[src/rtl/vga_pkg.sv]
// Shared constants for the VGA raster engine: colour-source modes,
// 640x480@60 default timing and the per-axis region encoding.
package vga_pkg;

  localparam logic MODE_EXT   = 1'b0;
  localparam logic MODE_CYCLE = 1'b1;

  localparam int VGA_CLK_DIV  = 2;
  localparam int VGA_H_ACTIVE = 640;
  localparam int VGA_H_FP     = 16;
  localparam int VGA_H_SYNC   = 96;
  localparam int VGA_H_BP     = 48;
  localparam int VGA_V_ACTIVE = 480;
  localparam int VGA_V_FP     = 10;
  localparam int VGA_V_SYNC   = 2;
  localparam int VGA_V_BP     = 33;

  localparam logic [1:0] RGN_ACTIVE = 2'd0;
  localparam logic [1:0] RGN_FRONT  = 2'd1;
  localparam logic [1:0] RGN_SYNC   = 2'd2;
  localparam logic [1:0] RGN_BACK   = 2'd3;

endpackage

[src/rtl/vga_axis_counter.sv]
// One raster axis: wrapping position counter plus region decode.
// The same block serves horizontal and vertical timing.
module vga_axis_counter
  import vga_pkg::*;
#(
  parameter int W      = 11,
  parameter int ACTIVE = 640,
  parameter int FP     = 16,
  parameter int SYNC   = 96,
  parameter int TOTAL  = 800
) (
  input  logic         i_clk,
  input  logic         i_rst_n,
  input  logic         i_en,
  output logic [W-1:0] o_cnt,
  output logic         o_wrap,
  output logic [1:0]   o_region
);

  logic [W-1:0] r_cnt;
  logic         w_last;

  assign w_last = (r_cnt == W'(TOTAL - 1));
  assign o_wrap = i_en & w_last;
  assign o_cnt  = r_cnt;

  always_ff @(posedge i_clk or negedge i_rst_n) begin
    if (!i_rst_n)   r_cnt <= '0;
    else if (i_en)  r_cnt <= w_last ? '0 : r_cnt + 1'b1;
  end

  always_comb begin
    o_region = RGN_BACK;
    if (r_cnt < W'(ACTIVE))                  o_region = RGN_ACTIVE;
    else if (r_cnt < W'(ACTIVE + FP))        o_region = RGN_FRONT;
    else if (r_cnt < W'(ACTIVE + FP + SYNC)) o_region = RGN_SYNC;
  end

endmodule

[src/rtl/vga_timing_gen.sv]
// Parametrised VGA raster engine: pixel enable, H/V timing, sync, blanking
// and colour muxing. Define VGA_TIMING_BORDER_EN for a white alignment border.
module vga_timing_gen
  import vga_pkg::*;
#(
  parameter int CLK_DIV    = VGA_CLK_DIV,
  parameter int H_ACTIVE   = VGA_H_ACTIVE,
  parameter int H_FP       = VGA_H_FP,
  parameter int H_SYNC     = VGA_H_SYNC,
  parameter int H_BP       = VGA_H_BP,
  parameter int V_ACTIVE   = VGA_V_ACTIVE,
  parameter int V_FP       = VGA_V_FP,
  parameter int V_SYNC     = VGA_V_SYNC,
  parameter int V_BP       = VGA_V_BP,
  parameter int SYNC_POL   = 0,
  parameter int COLOR_W    = 4,
  parameter int FRAME_HOLD = 60
) (
  input  logic               CLOCK_50,
  input  logic               RESET_N,
  input  logic               mode,
  input  logic [COLOR_W-1:0] pix_r,
  input  logic [COLOR_W-1:0] pix_g,
  input  logic [COLOR_W-1:0] pix_b,
  output logic [10:0]        pixel_x,
  output logic [9:0]         pixel_y,
  output logic               pix_ce,
  output logic               frame_start,
  output logic               de,
  output logic               VGA_HS,
  output logic               VGA_VS,
  output logic [COLOR_W-1:0] VGA_R,
  output logic [COLOR_W-1:0] VGA_G,
  output logic [COLOR_W-1:0] VGA_B
);

  localparam int   H_TOT    = H_ACTIVE + H_FP + H_SYNC + H_BP;
  localparam int   V_TOT    = V_ACTIVE + V_FP + V_SYNC + V_BP;
  localparam int   DIV_W    = (CLK_DIV > 1) ? $clog2(CLK_DIV) : 1;
  localparam int   FC_W     = (FRAME_HOLD > 1) ? $clog2(FRAME_HOLD) : 1;
  localparam logic SYNC_ACT = (SYNC_POL != 0);

  logic                w_ce, w_h_wrap, w_v_en, w_fs, w_act;
  logic [1:0]          w_h_rgn, w_v_rgn;
  logic [COLOR_W-1:0]  w_r, w_g, w_b;
  logic                r_mode, r_de, r_hs, r_vs;
  logic [FC_W-1:0]     r_fcnt;
  logic [2:0]          r_cidx;
  logic [COLOR_W-1:0]  r_r, r_g, r_b;

  // With no division, the strobe still stays low until the first clock after reset.
  if (CLK_DIV > 1) begin : g_div
    logic [DIV_W-1:0] r_div;
    always_ff @(posedge CLOCK_50 or negedge RESET_N) begin
      if (!RESET_N)                          r_div <= '0;
      else if (r_div == DIV_W'(CLK_DIV - 1)) r_div <= '0;
      else                                   r_div <= r_div + 1'b1;
    end
    assign w_ce = (r_div == DIV_W'(CLK_DIV - 1));
  end else begin : g_nodiv
    logic r_run;
    always_ff @(posedge CLOCK_50 or negedge RESET_N) begin
      if (!RESET_N) r_run <= 1'b0;
      else          r_run <= 1'b1;
    end
    assign w_ce = r_run;
  end

  vga_axis_counter #(
    .W(11), .ACTIVE(H_ACTIVE), .FP(H_FP), .SYNC(H_SYNC), .TOTAL(H_TOT)
  ) u_h (
    .i_clk(CLOCK_50), .i_rst_n(RESET_N), .i_en(w_ce),
    .o_cnt(pixel_x), .o_wrap(w_h_wrap), .o_region(w_h_rgn)
  );

  assign w_v_en = w_h_wrap & w_ce;

  vga_axis_counter #(
    .W(10), .ACTIVE(V_ACTIVE), .FP(V_FP), .SYNC(V_SYNC), .TOTAL(V_TOT)
  ) u_v (
    .i_clk(CLOCK_50), .i_rst_n(RESET_N), .i_en(w_v_en),
    .o_cnt(pixel_y), .o_wrap(), .o_region(w_v_rgn)
  );

  assign w_fs  = w_ce & (pixel_x == '0) & (pixel_y == '0);
  assign w_act = (w_h_rgn == RGN_ACTIVE) & (w_v_rgn == RGN_ACTIVE);

  always_comb begin
    w_r = pix_r;
    w_g = pix_g;
    w_b = pix_b;
    if (r_mode == MODE_CYCLE) begin
      w_r = {COLOR_W{r_cidx[2]}};
      w_g = {COLOR_W{r_cidx[1]}};
      w_b = {COLOR_W{r_cidx[0]}};
    end
`ifdef VGA_TIMING_BORDER_EN
    if (pixel_x == 11'd0 || pixel_x == 11'(H_ACTIVE - 1) ||
        pixel_y == 10'd0 || pixel_y == 10'(V_ACTIVE - 1)) begin
      w_r = '1;
      w_g = '1;
      w_b = '1;
    end
`endif
  end

  // Mode and colour index only move at frame boundaries so a frame is never mixed.
  always_ff @(posedge CLOCK_50 or negedge RESET_N) begin
    if (!RESET_N) begin
      r_mode <= MODE_EXT;
      r_fcnt <= '0;
      r_cidx <= '0;
    end else if (w_fs) begin
      r_mode <= mode;
      if (r_fcnt == FC_W'(FRAME_HOLD - 1)) begin
        r_fcnt <= '0;
        r_cidx <= r_cidx + 1'b1;
      end else begin
        r_fcnt <= r_fcnt + 1'b1;
      end
    end
  end

  always_ff @(posedge CLOCK_50 or negedge RESET_N) begin
    if (!RESET_N) begin
      r_de <= 1'b0;
      r_hs <= ~SYNC_ACT;
      r_vs <= ~SYNC_ACT;
      r_r  <= '0;
      r_g  <= '0;
      r_b  <= '0;
    end else if (w_ce) begin
      r_de <= w_act;
      r_hs <= (w_h_rgn == RGN_SYNC) ? SYNC_ACT : ~SYNC_ACT;
      r_vs <= (w_v_rgn == RGN_SYNC) ? SYNC_ACT : ~SYNC_ACT;
      r_r  <= w_act ? w_r : '0;
      r_g  <= w_act ? w_g : '0;
      r_b  <= w_act ? w_b : '0;
    end
  end

  assign pix_ce      = w_ce;
  assign frame_start = w_fs;
  assign de          = r_de;
  assign VGA_HS      = r_hs;
  assign VGA_VS      = r_vs;
  assign VGA_R       = r_r;
  assign VGA_G       = r_g;
  assign VGA_B       = r_b;

endmodule

[config.mk]
export PLATFORM = sky130hd
export DESIGN_NAME = vga_timing_gen
export DESIGN_NICKNAME = d
export VERILOG_FILES = /design/src/rtl/vga_pkg.sv /design/src/rtl/vga_axis_counter.sv /design/src/rtl/vga_timing_gen.sv
export SDC_FILE = /design/constraint.sdc
export NUM_CORES = 1
export LEC_CHECK = 0
export ABC_AREA = 1
export BUFFER_PORTS_ARGS = -buffer_cell sky130_fd_sc_hd__buf_2
export CORE_ASPECT_RATIO = 0.7
export CORE_MARGIN = 3
export CORE_UTILIZATION = 59
export CTS_CLUSTER_DIAMETER = 150
export DETAILED_ROUTE_END_ITERATION = 6
export PLACE_DENSITY = 0.81
export SETUP_SLACK_MARGIN = 0.4
export SYNTH_ARGS = -nofsm -noshare
export SYNTH_HDL_FRONTEND = slang
export SYNTH_SLANG_ARGS = --single-unit
[constraint.sdc]
create_clock -name CLOCK_50 -period 3.5 [get_ports CLOCK_50]
set_input_delay 0.35 -clock CLOCK_50 [delete_from_list [all_inputs] [get_ports CLOCK_50]]
set_output_delay 0.35 -clock CLOCK_50 [all_outputs]
set_load 0.005 [all_outputs]
* Word-level counts from Yosys, hierarchy flattened
Index checks and enable logic that the tools add are counted.
Word-level totals: bits in registers 47, logic and storage cells 56
Cells by class: $add $sub $neg 5, $lt $le $gt $ge 6, equality and inequality tests 5, multiplexer cells 18, bitwise logic cells 5, reductions and logical operators 5
Operators with widths (count):
- less-than comparator 11 x 10 -> 1 bit (second input constant) | 3
- less-than comparator 10 x 9 -> 1 bit (second input constant) | 3
- 2-to-1 mux 4 bit | 6
- adder 11 x 1 -> 11 bit (second input constant) | 1
- equality test 11 x 10 -> 1 bit (second input constant) | 1
- zero test 11 bit | 1
- 2-to-1 mux 11 bit | 1
- adder 10 x 1 -> 10 bit (second input constant) | 1
- equality test 10 bit (second input constant) | 1
- zero test 10 bit | 1
- 2-to-1 mux 10 bit | 1
- 2-to-1 mux 2 bit | 4
- adder 6 x 1 -> 6 bit (second input constant) | 1
- equality test 6 bit (second input constant) | 1
- 2-to-1 mux 6 bit | 1
- bitwise AND 1 bit | 5
- 2-to-1 mux 1 bit | 5
- equality test 2 bit (second input constant) | 2
- zero test 2 bit | 2
- adder 3 x 1 -> 3 bit (second input constant) | 1
- AND reduction 2 bit | 1
- adder 1 bit (second input constant) | 1

* Depth between registers and ports, before layout
word-level depth 7, depth in mapped cells 9, mapped depth without buffers 9

* Cells and area by module
From an unflattened synthesis, not the netlist that was laid out.
Unflattened totals: cell total of the unflattened synthesis 392, area, all modules 2772.7 µm²
Modules (own cells, without submodules):
- vga_timing_gen | instances 1, cells an instance 193, area each 1410.1 µm², sequential area each 653.1 µm²
- vga_axis_counter at u_h | instances 1, cells an instance 107, area each 719.4 µm², sequential area each 275.3 µm²
- vga_axis_counter at u_v | instances 1, cells an instance 92, area each 643.1 µm², sequential area each 250.2 µm²

* Least setup slack after synthesis
OpenSTA, ideal clock, no wires.
kind register -> output, start point register u_v.r_cnt[0], in the netlist u_v.o_cnt[0], end point output port frame_start, arrival 1.089 ns, data required time 3.150 ns, setup slack 2.061 ns, stages on the path, launching flop included 7, cells stage by stage dfrtp_1 inv_1 ha_1 inv_1 nor2_1 nand4_1 nor2_2
Between the ends: longest elaborated chain between the ends 2
RTL lines:
- from (decl) | RTL line vga_axis_counter.sv:20 | logic [W-1:0] r_cnt;
- from (signal assigned) | RTL line vga_axis_counter.sv:29 | else if (i_en) r_cnt <= w_last ? '0 : r_cnt + 1'b1;
- zero test 10 bit | RTL line vga_timing_gen.sv:85 | assign w_fs = w_ce & (pixel_x == '0) & (pixel_y == '0);
- bitwise AND 1 bit | RTL line vga_timing_gen.sv:85
- to (decl) | RTL line vga_timing_gen.sv:28 | output logic frame_start,
Every way passes these cells.

* Worst setup path after layout
start point register u_h.r_cnt[0], in the netlist u_h.o_cnt[0], end point output port frame_start
Between the ends: longest elaborated chain between the ends 3
RTL lines (RTL line):
- from (decl) | vga_axis_counter.sv:20
- from (signal assigned) | vga_axis_counter.sv:29
- zero test 11 bit | vga_timing_gen.sv:85
- bitwise AND 1 bit (2 in series) | vga_timing_gen.sv:85
Every way passes these cells.

==> impl_summary.md <==
Status
The flow ran to the end, and the final reports show no timing, DRC or antenna violations.

Routing
The detail route stage leaves a number of antenna-violating nets equal to 0. The detailed-route DRC error count is 0. The routed length on met3 is 339 um. The met2 wire length is 2810 um.

Signal routing reaches up to met4. The routed via count divided by cell count is 5.30. The count of TritonRoute iterations in the first routing pass is 4. After detailed routing, the wire length on met1 is 2690 um. The wire length reported by the detailed router is 5910 um. The first routing iteration left 170 violations.

The average routed wire per standard cell is 13.3 um. The routed layout has 2,355 vias.

Die
The width of the die is 85.4 um. The area enclosed by the die boundary is 5250 um2. During I/O placement, the number of pins put on the boundary was 53.

The standard cell core area is 4090 um2. For this configuration, the core starts out at a cell density of 0.636. The count of standard-cell rows is 19. In this run the vertical extent of the chip is 61.6 um.

Yosys
The number of synthesized register bits is 47. The share of the synthesized area in compound gates (AO/OA/AOI/OAI) is 0.0568. For this run, the register share of the synthesized area comes to 0.453.

The netlist uses 29 different library cells. The main combinational cell family by area after synthesis is simple AND/OR/NAND/NOR gates. The number of nets handed over by synthesis was 359.

Of the total synthesized cell area, the portion taken by AND, OR, NAND and NOR gates is 0.334. The average size of a mapped cell is 7.70 um2. After technology mapping, the gate count stands at 338. The mapped cell area is 2600 um2. The Yosys warning count is 0. The share of synthesized area spent on multiplexers is 0. The area share of xor/xnor cells in the synthesized design is 0.0404. Of the total synthesized cell area, the portion taken by full adders, half adders and majority gates is 0.0289.

Flow run
The max-capacitance violation count is 0.

Placed design
The congestion estimate from routability-driven global placement came to 0.811. At the placement stage, the worst setup path has a slack of 1.69 ns. The total of buffers placed on input and output ports is 52. The half-perimeter wire length after detailed placement is 4310 um.

The area of placed instances is 2900 um2.

Cells and area
The final standard cell area without fillers is 2990 um2. The commonest non-fill, non-tap cell in the layout is sky130_fd_sc_hd__nand2_1. Of the cells placed in the final design, the portion with a size suffix greater than 1 is 0.199. The top cell types in the final layout, fill and taps aside, are 94 x sky130_fd_sc_hd__nand2_1, 52 x sky130_fd_sc_hd__buf_2, 49 x sky130_fd_sc_hd__inv_1, 45 x sky130_fd_sc_hd__dfrtp_1, 33 x sky130_fd_sc_hd__nand3_1. 0 antenna diodes ended up in the layout. In the final design database the tool counted 413 nets. Relative to the synthesized area, the layout overhead comes to 14.9%.

Power
The analysis attributes to cell leakage a power of 1.66 nW. The maximum resistive drop on vdd is 0.283 mV. In this run the power density over the cells is 312 nW/um2. Summing internal, switching and leakage power gives 0.933 mW.

Setup path
The kind of end point of the critical path is an output pin. The data arrival time at the worst-slack endpoint is 1.71 ns. In this run the worst path has a maximum fanout of 7. STA classifies the critical path startpoint as a register. The critical path is of the reg -> out type.

The required time at the worst-slack endpoint is 3.15 ns.

CTS
The cell at the root of the clock tree is sky130_fd_sc_hd__clkbuf_8. For this design, the sink count on the clock tree is 47. TritonCTS built the clock tree. The number of buffers inserted for hold repair after clock tree synthesis is 0. After clock tree synthesis, the setup repair step added 0 buffers. CTS built an H-tree with a depth of 2. The post-CTS resize count is 0. In this run, CTS created clock tree buffers numbering 5. The largest buffer count on any clock path is 2. The worst-skew pair later-pin latency is 0.31 ns.

The clock-pin slew of the registers on the worst-case setup and hold paths is 0.08 ns.

Timing
The final hold violation count is 0. Hold timing on the final database bottoms out at a slack of 0.222 ns. The routed design could run at a clock period as short as 2.06 ns. The final total negative setup slack is 0 ns. Setup violations remaining at the end of the flow were counted as 0. The highest achievable clock rate is 486 MHz.

The number of max-slew violations in the final report came to 0. The final worst-path setup slack is 1.44 ns. In the finished design, the share of the clock period the worst path needs comes to 0.588. Measured against its own limit, the worst slew margin works out to 0.311. Setup repair after global routing left no endpoint under its margin. For the pin with the worst max-slew slack, the measured transition is 1.03 ns. The post-route clock skew is 0.00506 ns.

Global routing
The initial antenna violation count is 0. Global routing finished with a remaining overflow of 0. The largest net degree at the start of global routing is 48.

The first global-routing pass estimated 10,000 um of wire. The number of global-route vias before repair is 2,234. The total routing resource utilization after global routing is 0.243.

Min path
The worst hold-check path type is in -> async.
[worst max-delay path: stages (launching register included)]
cell	delay [ns]
sky130_fd_sc_hd__dfrtp_1	0.41
sky130_fd_sc_hd__inv_1	0.10
sky130_fd_sc_hd__ha_1	0.19
sky130_fd_sc_hd__nand3_1	0.08
sky130_fd_sc_hd__nor2_1	0.15
sky130_fd_sc_hd__nand2_1	0.09
sky130_fd_sc_hd__nor2_2	0.22
sky130_fd_sc_hd__buf_2	0.17
[metal layers]
metal,GRT usage,vias up
met4,0.0790,0
met1,0.325,1111
met3,0.0481,8
li1,-,1170
met5,0,-
met2,0.408,66
[cells by family (layout without fill, tap and decap cells)]
logic type / count (synthesis) / in the layout
buf+inv: 57 / 111
compound gates: 29 / 29
flops: 47 / 47
xor+xnor: 12 / 12
simple gates: 187 / 187
fa+ha+maj: 6 / 6
[state kept, by name, summed over array words and instances (netlist names)]
| name | flops |
|---|---|
| VGA_B | 4 |
| de | 1 |
| r_mode | 1 |
| r_cidx | 3 |
| pix_ce | 1 |
| r_fcnt | 6 |
| VGA_G | 4 |
| VGA_VS | 1 |
| u_h.o_cnt | 11 |
| u_v.o_cnt | 10 |
| VGA_R | 4 |
| VGA_HS | 1 |
[synth_stat cells]
cell type	count	area [um2]
sky130_fd_sc_hd__nor3_2	1	10.0
sky130_fd_sc_hd__nor2_2	3	18.8
sky130_fd_sc_hd__nand3_2	1	10.0
sky130_fd_sc_hd__xor2_1	10	87.6
sky130_fd_sc_hd__nand2_4	1	11.3
sky130_fd_sc_hd__buf_2	3	15.0
sky130_fd_sc_hd__inv_2	2	7.51
sky130_fd_sc_hd__dfstp_2	2	52.6
sky130_fd_sc_hd__inv_1	49	184
sky130_fd_sc_hd__nor2_1	29	109
sky130_fd_sc_hd__nand4_1	8	50.1
sky130_fd_sc_hd__xnor2_1	2	17.5
sky130_fd_sc_hd__nor2_4	2	22.5
sky130_fd_sc_hd__o21ai_0	26	130
sky130_fd_sc_hd__clkbuf_1	2	7.51
sky130_fd_sc_hd__nor4_4	1	21.3
sky130_fd_sc_hd__nor2_8	1	20.0
sky130_fd_sc_hd__nand2_2	2	12.5
sky130_fd_sc_hd__buf_6	1	11.3
sky130_fd_sc_hd__ha_1	6	75.1
sky130_fd_sc_hd__nand2_1	94	353
sky130_fd_sc_hd__nand3_1	33	165
sky130_fd_sc_hd__or2_2	2	12.5
sky130_fd_sc_hd__o21bai_1	1	7.51
sky130_fd_sc_hd__dfrtp_1	45	1130
sky130_fd_sc_hd__nor3_1	5	25.0
sky130_fd_sc_hd__nand3b_1	3	22.5
sky130_fd_sc_hd__nor4_1	1	6.26
sky130_fd_sc_hd__a21oi_1	2	10.0
[area by class of cell]
cell class                      count  area, um2
Clock buffer                        6       82.6
Sequential cell                    47       1180
Tap cell                           52       65.1
Fill cell                         352       1100
Clock inverter                      1       5.00
Inverter                           51        191
Multi-Input combinational cell    234       1200
Timing Repair Buffer               53        268
[metrics by stage]
step	std cells	utilization
2_1_floorplan	338	-
3_3_place_gp	437	0.709
3_5_place_dp	437	0.709
4_1_cts	444	0.731
5_1_grt	444	0.731
6_report	444	0.731
[where the power goes]
| group | internal (mW) | switching [mW] | total, mW |
|---|---|---|---|
| clock network | 0.155 | 0.184 | 0.339 |
| registers | 0.550 | 0.00626 | 0.556 |
| logic | 0.0161 | 0.0219 | 0.0380 |
[worst paths after layout]
path | start | end | slack, ns | cells after the start
setup / recovery | u_h.o_cnt[0]$_DFFE_PN0P_ | frame_start | 1.44 | 7
hold reg to reg | de$_DFFE_PN0P_ | de$_DFFE_PN0P_ | 0.48 | 2
setup reg to reg | pix_ce$_DFF_PN0_ | VGA_R[2]$_DFFE_PN0P_ | 1.63 | 4
hold / removal | RESET_N | u_h.o_cnt[4]$_DFFE_PN0P_ | 0.22 | 1
min in group CLOCK_50 | mode | r_mode$_DFFE_PN0P_ | 0.24 | 3
max in group asynchronous | RESET_N | u_v.o_cnt[1]$_DFFE_PN0P_ | 2.65 | 1
Power figures use the tool's default switching activity.
